## config.mk

```make
export PLATFORM = sky130hd
export DESIGN_NAME = npu_input_ctrl
export DESIGN_NICKNAME = d
export VERILOG_FILES = /design/src/rtl/npu_input_ctrl.sv
export SDC_FILE = /design/constraint.sdc
export NUM_CORES = 1
export LEC_CHECK = 0
export BUFFER_PORTS_ARGS = -buffer_cell sky130_fd_sc_hd__buf_2
export CAP_MARGIN = 20
export CORE_MARGIN = 3
export CORE_UTILIZATION = 39
export DETAILED_ROUTE_END_ITERATION = 8
export PLACE_DENSITY = 0.8
export SLEW_MARGIN = 20
export SYNTH_ARGS = -nofsm -noshare
export SYNTH_HDL_FRONTEND = slang
export SYNTH_SLANG_ARGS = --single-unit
```

## constraint.sdc

```tcl
create_clock -name CLK -period 1.9 [get_ports CLK]
set_input_delay 0.19 -clock CLK [delete_from_list [all_inputs] [get_ports CLK]]
set_output_delay 0.19 -clock CLK [all_outputs]
set_load 0.1 [all_outputs]
```

## src/rtl/npu_input_ctrl.sv

```systemverilog
// Host-command sequencer for the NPU input interface: config/data routing, load counting, start/done.
// Optional macro NPU_INPUT_CTRL_TIMEOUT_EN adds a WAIT_CORE watchdog of TIMEOUT_CYCLES.
module npu_input_ctrl #(
   parameter int CNT_W          = 7,
   parameter int TIMEOUT_CYCLES = 4096
) (
   input  logic             CLK,
   input  logic             npu_rst_n,
   input  logic             host_cmd_valid,
   output logic             host_cmd_ready,
   input  logic             host_cmd_is_conf,
   input  logic [32:0]      host_cmd_data,
   output logic             npu_input_interface_conf_data_en,
   output logic [15:0]      npu_input_interface_conf_data,
   output logic             npu_input_fifo_write_en,
   output logic [32:0]      npu_input_data,
   input  logic             npu_input_fifo_full,
   output logic             npu_invoc_start,
   input  logic             npu_invoc_done,
   output logic             ctrl_busy,
   output logic             ctrl_err,
   output logic [CNT_W-1:0] words_loaded
);

   localparam logic [1:0] S_IDLE = 2'd0;
   localparam logic [1:0] S_LOAD = 2'd1;
   localparam logic [1:0] S_WAIT = 2'd2;

   logic [1:0]       state_q, state_d;
   logic             configured_q, configured_d;
   logic [CNT_W-1:0] num_inputs_q, num_inputs_d;
   logic [CNT_W-1:0] words_q, words_d;
   logic             start_q, start_d;
   logic             err_q, err_d;
   logic             armed_q;
   logic             ready, conf_en, wr_en, data_ok;
   logic [CNT_W-1:0] cfg_num, words_inc;

`ifdef NPU_INPUT_CTRL_TIMEOUT_EN
   localparam int TW = $clog2(TIMEOUT_CYCLES + 1);
   logic [TW-1:0] cnt_q, cnt_d;
`endif

   assign cfg_num   = host_cmd_data[16+CNT_W-1:16];
   assign words_inc = words_q + CNT_W'(1);
   assign data_ok   = configured_q && (num_inputs_q != '0);

   always_comb begin
      state_d      = state_q;
      configured_d = configured_q;
      num_inputs_d = num_inputs_q;
      words_d      = words_q;
      start_d      = 1'b0;
      err_d        = 1'b0;
      ready        = 1'b0;
      conf_en      = 1'b0;
      wr_en        = 1'b0;
      unique case (state_q)
         S_IDLE: begin
            if (!host_cmd_is_conf && data_ok)
               ready = armed_q & ~npu_input_fifo_full;
            else
               ready = armed_q;
            if (host_cmd_valid && ready) begin
               if (host_cmd_is_conf) begin
                  conf_en      = 1'b1;
                  num_inputs_d = cfg_num;
                  configured_d = 1'b1;
                  words_d      = '0;
                  if (cfg_num != '0) state_d = S_LOAD;
               end else if (data_ok) begin
                  wr_en   = 1'b1;
                  words_d = CNT_W'(1);
                  if (num_inputs_q == CNT_W'(1)) begin
                     state_d = S_WAIT;
                     start_d = 1'b1;
                  end else begin
                     state_d = S_LOAD;
                  end
               end else begin
                  err_d = 1'b1;
               end
            end
         end
         S_LOAD: begin
            ready = armed_q & ~npu_input_fifo_full;
            if (host_cmd_valid && ready) begin
               if (host_cmd_is_conf) begin
                  err_d = 1'b1;
               end else begin
                  wr_en   = 1'b1;
                  words_d = words_inc;
                  if (words_inc == num_inputs_q) begin
                     state_d = S_WAIT;
                     start_d = 1'b1;
                  end
               end
            end
         end
         S_WAIT: begin
            if (npu_invoc_done) begin
               words_d = '0;
               state_d = S_IDLE;
            end
`ifdef NPU_INPUT_CTRL_TIMEOUT_EN
            else if (cnt_q == TW'(TIMEOUT_CYCLES - 1)) begin
               err_d   = 1'b1;
               state_d = S_IDLE;
            end
`endif
         end
         default: state_d = S_IDLE;
      endcase
   end

`ifdef NPU_INPUT_CTRL_TIMEOUT_EN
   // Zero outside WAIT_CORE, so every entry starts the watchdog from 0.
   assign cnt_d = (state_q == S_WAIT) ? cnt_q + TW'(1) : '0;

   always_ff @(posedge CLK or negedge npu_rst_n) begin
      if (!npu_rst_n) cnt_q <= '0;
      else            cnt_q <= cnt_d;
   end
`endif

   always_ff @(posedge CLK or negedge npu_rst_n) begin
      if (!npu_rst_n) begin
         state_q      <= S_IDLE;
         configured_q <= 1'b0;
         num_inputs_q <= '0;
         words_q      <= '0;
         start_q      <= 1'b0;
         err_q        <= 1'b0;
         armed_q      <= 1'b0;
      end else begin
         state_q      <= state_d;
         configured_q <= configured_d;
         num_inputs_q <= num_inputs_d;
         words_q      <= words_d;
         start_q      <= start_d;
         err_q        <= err_d;
         armed_q      <= 1'b1;
      end
   end

   assign host_cmd_ready                   = ready;
   assign npu_input_interface_conf_data_en = conf_en;
   assign npu_input_interface_conf_data    = host_cmd_data[15:0];
   assign npu_input_fifo_write_en          = wr_en;
   assign npu_input_data                   = host_cmd_data;
   assign npu_invoc_start                  = start_q;
   assign ctrl_err                         = err_q;
   assign ctrl_busy                        = (state_q != S_IDLE);
   assign words_loaded                     = words_q;

endmodule
```

==> results of run 1 <==
[registers in the layout, indices dropped and copies added, names as in the netlist]
name             cells
num_inputs_q         7
words_loaded         7
state_q              2
armed_q              1
configured_q         1
ctrl_err             1
npu_invoc_start      1
[synthesized netlist by cell type (all sizes together)]
library cell / n / area, um2
nand2: 29 / 109
and3: 1 / 6.26
buf: 51 / 378
a211oi: 2 / 20.0
a21oi: 5 / 25.0
clkbuf: 2 / 7.51
inv: 7 / 26.3
nor4: 2 / 12.5
o21a: 1 / 7.51
ha: 5 / 62.6
nor2b: 4 / 25.0
nor4b: 1 / 15.0
xnor2: 5 / 43.8
o41ai: 1 / 8.76
dfrtp: 20 / 500
o311a: 1 / 10.0
nand2b: 2 / 12.5
clkinv: 1 / 3.75
o32a: 1 / 10.0
nor3b: 2 / 15.0
or4b: 1 / 10.0
o31ai: 2 / 15.0
o31a: 1 / 8.76
nand3: 6 / 35.0
nand4: 3 / 25.0
conb: 1 / 3.75
nand4bb: 1 / 11.3
and2: 3 / 21.3
xor2: 2 / 17.5
o211a: 1 / 10.0
o221ai: 1 / 8.76
o2111ai: 2 / 17.5
mux2: 1 / 11.3
o21ai: 12 / 60.1
nor2: 12 / 45.0
nor3: 5 / 30.0
o21ba: 1 / 10.0
[repair_timing]
action / CTS / global route
hold buffers: 1 / 0
setup buffers: 3 / 3
pin swaps: 6 / 4
resized for setup: 9 / 6
endpoints found under the hold margin: 20 / 0
setup endpoints to repair: 4 / 7
[power by group through the flow]
stage | Clock (mW) | Combinational (mW) | Sequential (mW)
3_3_place_gp | 0 | 1.83 | 0.691
6_report | 0.428 | 2.06 | 0.695
4_1_cts | 0.440 | 1.97 | 0.688
5_1_grt | 0.456 | 2.22 | 0.710
3_5_place_dp | 0 | 1.87 | 0.702
2_1_floorplan | 0 | 1.57 | 0.889
[metal layers]
metal,vias up,global-route usage (%),wire (um)
met5,-,0,0
met1,626,19.5,1690
met2,29,25.1,1820
met3,13,3.13,177
met4,0,5.85,81
li1,641,-,-
[critical path, cell delays in order, from the launching register on]
cell	delay, ns
dfrtp_1	0.41
nor4_2	0.27
buf_4	0.15
nand2_2	0.05
o21ai_2	0.11
buf_4	0.13
o21ai_2	0.05
o21ai_1	0.07
and2_4	0.16
buf_12	0.16
[cells by family (layout without fill, tap and decap cells)]
group           count (synthesis)  after routing  share of synthesized area, %
simple gates                   72             72                          22.7
buf+inv                        61             72                          25.3
compound gates                 31             31                          12.9
flops                          20             20                          30.5
xor+xnor                        7              7                          3.74
fa+ha+maj                       5              5                          3.82
other cells                     1              1                         0.229
mux                             1              1                         0.687
[per-stage QoR]
stage | power [mW] | setup slack (ns) | cells | TNS [ns]
3_3_place_gp | 2.52 | -0.0918 | 246 | -0.167
2_1_floorplan | 2.46 | -0.267 | 198 | -1.04
5_1_grt | 3.38 | -0.232 | 257 | -0.834
4_1_cts | 3.10 | -0.160 | 254 | -0.492
6_report | 3.18 | -0.134 | 257 | -0.445
3_5_place_dp | 2.58 | -0.112 | 246 | -0.212
[layout make-up]
type | count | area [um2] | share of cell area, %
Multi-Input combinational cell | 117 | 856 | 43.7
Clock inverter | 1 | 30.0 | 1.53
Sequential cell | 20 | 519 | 26.5
Clock buffer | 3 | 41.3 | 2.11
Tap cell | 48 | 60.1 | 3.07
Timing Repair Buffer | 60 | 418 | 21.3
Inverter | 8 | 35.0 | 1.79
[how the worst max path moves through the flow]
stage	from	to	slack [ns]
2_1_floorplan	words_loaded[0]$_DFFE_PN0P_	npu_invoc_start$_DFF_PN0_	-0.27
3_3_place_gp	words_loaded[1]$_DFFE_PN0P_	npu_invoc_start$_DFF_PN0_	-0.09
3_5_place_dp	words_loaded[1]$_DFFE_PN0P_	npu_invoc_start$_DFF_PN0_	-0.11
4_1_cts	num_inputs_q[3]$_DFFE_PN0P_	host_cmd_ready	-0.16
5_1_grt	num_inputs_q[6]$_DFFE_PN0P_	host_cmd_ready	-0.23
6_report	num_inputs_q[6]$_DFFE_PN0P_	host_cmd_ready	-0.13
==> results.py, run 1 <==
metrics = {
    "status": {
        "outcome": "complete, but fails checks",
        "violations": "setup timing",
    },
    "pwr": {
        "power_frac_comb_pct": 64.7,
        "p_sw_share_pct": 46.2,
        "p_clk_share_pct": 13.5,
        "ir_drop_mv": 0.794,
        "p_int_mw": 1.71,
        "seqPwrFrac_pct": 21.9,
        "power.leakage_nw": 0.891,
        "p_per_area_nw_per_um2": 1620,
        "p_switching_mw": 1.47,
    },
    "hold_path": {
        "min_path_cells": 3,
        "min_path_type": "input pin to flip-flop",
        "hp-start": "host_cmd_data[20]",
        "whs_endpoint": "num_inputs_q[4]$_DFFE_PN0P_",
    },
    "worst_setup_path": {
        "rr_endpoint": "state_q[0]$_DFFE_PN0P_",
        "reg2reg_depth": 7,
        "crit_type": "flip-flop to output port",
        "crit_required_ns": 1.71,
        "regToRegSetupSlack_ns": -0.11,
        "crit_fanout": 3,
        "startpoint_type": "flip-flop",
        "cp-end-kind": "output port",
        "r2r_start": "words_loaded[1]$_DFFE_PN0P_",
        "cp_data_arrival_time_ns": 1.84,
    },
    "placement": {
        "dp_hpwl_um": 2730,
        "gp_congestion": 0.844,
        "io_buffer_count": 32,
        "placed_area_um2": 1780,
    },
    "layout": {
        "final_common_cell": "buf_2",
        "n_antenna_cell": 0,
        "drive_gt1_share_pct": 47.8,
        "final_cell_area_um2": 1960,
        "post-route-util_pct": 50.8,
        "final_cell_mix": "29 x buf_2, 28 x nand2_1, 27 x buf_4",
        "fill_cells": 372,
        "nNetsFinal": 254,
        "area_growth_pct": 19.5,
    },
    "global_routing": {
        "grt_max_degree": 21,
        "grt_pass1_vias": 1289,
        "grt_overflow_total": 0,
        "grt_pass1_wl_um": 6110,
        "antenna_found_initial": 0,
        "grt_usage_pct": 15.2,
    },
    "cts": {
        "root_buffer": "clkbuf_8",
        "cts_made_buffers": 3,
        "cts_buffer_depth": 2,
        "clock_sinks": 20,
        "insertion_delay_ns": 0.26,
        "cts_tree": "yes",
        "clk_pin_slew_ns": 0.08,
        "htree_levels": 1,
    },
    "synth": {
        "yosysSeqAreaShare_pct": 30.5,
        "syn_area_per_cell_um2": 8.28,
        "synth.distinct_cells": 44,
        "synth_seq_cells": 20,
        "syn-num-nets": 242,
        "ys_warn_count": 0,
        "synth_cells": 198,
        "syn_area_um2": 1640,
    },
    "die": {
        "dieArea_um2": 5020,
        "io_pins": 101,
        "die_h_um": 70.8,
        "coreArea_um2": 3850,
        "start_util_pct": 42.5,
        "rows": 22,
        "die_w_um": 70.8,
    },
    "drt": {
        "drtIter0Drc": 64,
        "dr_total_vias": 1309,
        "wl_per_cell_um": 14.7,
        "ant_nets": 0,
        "via_per_inst": 5.09,
        "drtPass1Iterations": 4,
        "wirelength_um": 3770,
        "drcViolationCount": 0,
    },
    "sta": {
        "finalCritPeriodShare_pct": 107,
        "rsz0062_at_grt": "true",
        "maxSlewViolCount": 0,
        "whs_ns": 0.143,
        "maxSlewHeadroom_pct": 66.0,
        "hold_viol": 0,
        "fin_skew_ns": 0.00282,
        "setup_viol": 4,
        "fin_ws_ns": -0.134,
        "clock.fmax_mhz": 492,
        "fin_crit_ns": 2.03,
        "worst_slew_pin_slew_ns": 0.504,
    },
    "run": {
        "cap_violations": 0,
    },
}
Power figures use the tool's default switching activity.
==> inputs of run 2 (changes only) <==
--- a/config.mk
+++ b/config.mk
@@ -8,9 +8,10 @@
 export BUFFER_PORTS_ARGS = -buffer_cell sky130_fd_sc_hd__buf_2
 export CAP_MARGIN = 20
 export CORE_MARGIN = 3
-export CORE_UTILIZATION = 39
+export CORE_UTILIZATION = 40
+export CTS_BUF_LIST = sky130_fd_sc_hd__clkbuf_2
 export DETAILED_ROUTE_END_ITERATION = 8
-export PLACE_DENSITY = 0.8
+export PLACE_DENSITY = 0.78
 export SLEW_MARGIN = 20
 export SYNTH_ARGS = -nofsm -noshare
 export SYNTH_HDL_FRONTEND = slang
==> results.py, run 2 (same netlist as run 1, synthesis figures left out) <==
metrics = {
    "status": {
        "outcome": "complete, but fails checks",
        "violations": "setup timing",
    },
    "drt": {
        "top_layer_used": "met4",
        "wl_met3_um": 281,
        "via_per_inst": 5.14,
        "drtIter0Drc": 46,
        "dr_total_vias": 1315,
        "dr_wl_met2_um": 1800,
        "wirelength_um": 3820,
        "drtPass1Iterations": 4,
        "wl_per_cell_um": 14.9,
        "drcViolationCount": 0,
        "drt-met1-wl_um": 1660,
        "ant_nets": 0,
    },
    "hold_path": {
        "whs_endpoint": "npu_invoc_start$_DFF_PN0_",
        "min_path_cells": 2,
        "min_path_type": "input pin to flip-flop",
        "hp-start": "npu_input_fifo_full",
    },
    "pwr": {
        "power_mw": 3.10,
        "ir_drop_mv": 0.941,
        "p_switching_mw": 1.50,
        "p_int_mw": 1.60,
        "p_clk_share_pct": 10.5,
        "power.leakage_nw": 0.875,
        "p_sw_share_pct": 48.4,
        "seqPwrFrac_pct": 22.4,
        "power_frac_comb_pct": 67.1,
        "p_per_area_nw_per_um2": 1610,
    },
    "cts": {
        "clk_pin_slew_ns": 0.20,
        "clock_sinks": 20,
        "cts_tree": "yes",
        "cts_made_buffers": 3,
        "insertion_delay_ns": 0.34,
        "htree_levels": 1,
        "root_buffer": "clkbuf_2",
        "cts_buffer_depth": 2,
    },
    "global_routing": {
        "grt_overflow_total": 0,
        "grt_pass1_vias": 1325,
        "antenna_found_initial": 0,
        "grt_usage_pct": 15.4,
        "grt_pass1_wl_um": 6090,
        "grt_max_degree": 21,
    },
    "layout": {
        "drive_gt1_share_pct": 46.6,
        "nNetsFinal": 253,
        "final_cell_area_um2": 1930,
        "area_growth_pct": 17.6,
        "final_cell_mix": "28 x nand2_1, 28 x buf_2, 25 x buf_4",
        "n_antenna_cell": 0,
        "fill_cells": 363,
    },
    "worst_setup_path": {
        "regToRegSetupSlack_ns": -0.15,
        "r2r_start": "words_loaded[1]$_DFFE_PN0P_",
        "cp_data_arrival_time_ns": 1.94,
        "crit_type": "flip-flop to output port",
        "crit_required_ns": 1.71,
        "crit_fanout": 3,
        "startpoint_type": "flip-flop",
        "reg2reg_depth": 7,
        "rr_endpoint": "npu_invoc_start$_DFF_PN0_",
        "cp-end-kind": "output port",
    },
    "die": {
        "io_pins": 101,
        "die_h_um": 70.0,
        "die_w_um": 70.0,
        "start_util_pct": 43.1,
        "dieArea_um2": 4900,
        "rows": 22,
        "coreArea_um2": 3800,
    },
    "sta": {
        "fin_skew_ns": 0.00445,
        "setup_viol": 5,
        "rsz0062_at_grt": "true",
        "maxSlewViolCount": 0,
        "fin_ws_ns": -0.235,
        "clock.fmax_mhz": 468,
        "hold_viol": 0,
        "finalCritPeriodShare_pct": 112,
        "worst_slew_pin_slew_ns": 0.563,
        "maxSlewHeadroom_pct": 62.0,
        "fin_crit_ns": 2.13,
    },
    "placement": {
        "gp_congestion": 0.824,
        "dp_hpwl_um": 2680,
        "placed_area_um2": 1780,
        "io_buffer_count": 32,
    },
    "run": {
        "cap_violations": 0,
    },
}
## run 2: changes by cell type in the layout (fill, tap and decap cells not counted), sizes merged
cell	change
clkbuf	+1
o2111ai	+1
buf	-3
## run 2: worst max-delay path by stage
stage	from	to	slack, ns	cells after the start
5_1_grt	num_inputs_q[3]$_DFFE_PN0P_	host_cmd_ready	-0.43	9
6_report	num_inputs_q[3]$_DFFE_PN0P_	host_cmd_ready	-0.23	9
3_3_place_gp	words_loaded[1]$_DFFE_PN0P_	npu_invoc_start$_DFF_PN0_	-0.1	7
4_1_cts	num_inputs_q[6]$_DFFE_PN0P_	host_cmd_ready	-0.26	9
3_5_place_dp	words_loaded[1]$_DFFE_PN0P_	npu_invoc_start$_DFF_PN0_	-0.15	7
2_1_floorplan	words_loaded[0]$_DFFE_PN0P_	npu_invoc_start$_DFF_PN0_	-0.27	7
## run 2: worst max-delay path, cell delays in order (launching register included)
cell	delay, ns
dfrtp_1	0.44
nor4_2	0.27
buf_4	0.16
nand2_2	0.04
o21ai_1	0.11
buf_4	0.13
o21ai_2	0.05
o21ai_1	0.07
and2_4	0.16
buf_12	0.16
## run 2: layout make-up
cell class	instances	area, um2	share of cell area (%)
clock inverters	1	30.0	1.56
clock buffers	3	15.0	0.779
multi-input cells	118	862	44.7
flip-flops and latches	20	519	26.9
repair buffers	58	405	21.0
inverters	8	35.0	1.82
well taps	48	60.1	3.12
## run 2: power by group through the flow
stage,sequential (mW),clock (mW),combinational (mW)
floorplan,0.889,0,1.57
detailed placement,0.701,0,1.87
finish,0.694,0.327,2.08
CTS,0.688,0.329,1.97
global route,0.710,0.357,2.23
global placement,0.692,0,1.82
## run 2: what timing repair did
| action | 4_1_cts | 5_1_grt |
|---|---|---|
| gates resized for setup | 8 | 6 |
| hold endpoints to repair | 20 | 0 |
| setup endpoints to repair | 5 | 9 |
| gates cloned | 0 | 1 |
| hold buffers | 1 | 0 |
| pin swaps | 4 | 5 |
| setup buffers | 4 | 0 |
## run 2: routing by layer
layer	up-vias	global-route usage [%]
li1	643	-
met1	616	19.3
met2	43	25.1
met3	13	5.18
met4	0	4.26
met5	-	0
## run 2: through the flow
step                      worst slack, ns  hold WS (ns)  utilization (%)  setup TNS [ns]  std cells
after floorplan                    -0.267        -0.106                -           -1.04        198
final                              -0.235        0.0396             50.7          -0.749        256
after CTS                          -0.260        0.0336             49.8          -0.875        255
after detailed placement           -0.149         0.169             47.0          -0.279        246
after global placement            -0.0955         0.161             47.0          -0.168        246
after global routing               -0.428        0.0103             50.7           -1.31        256
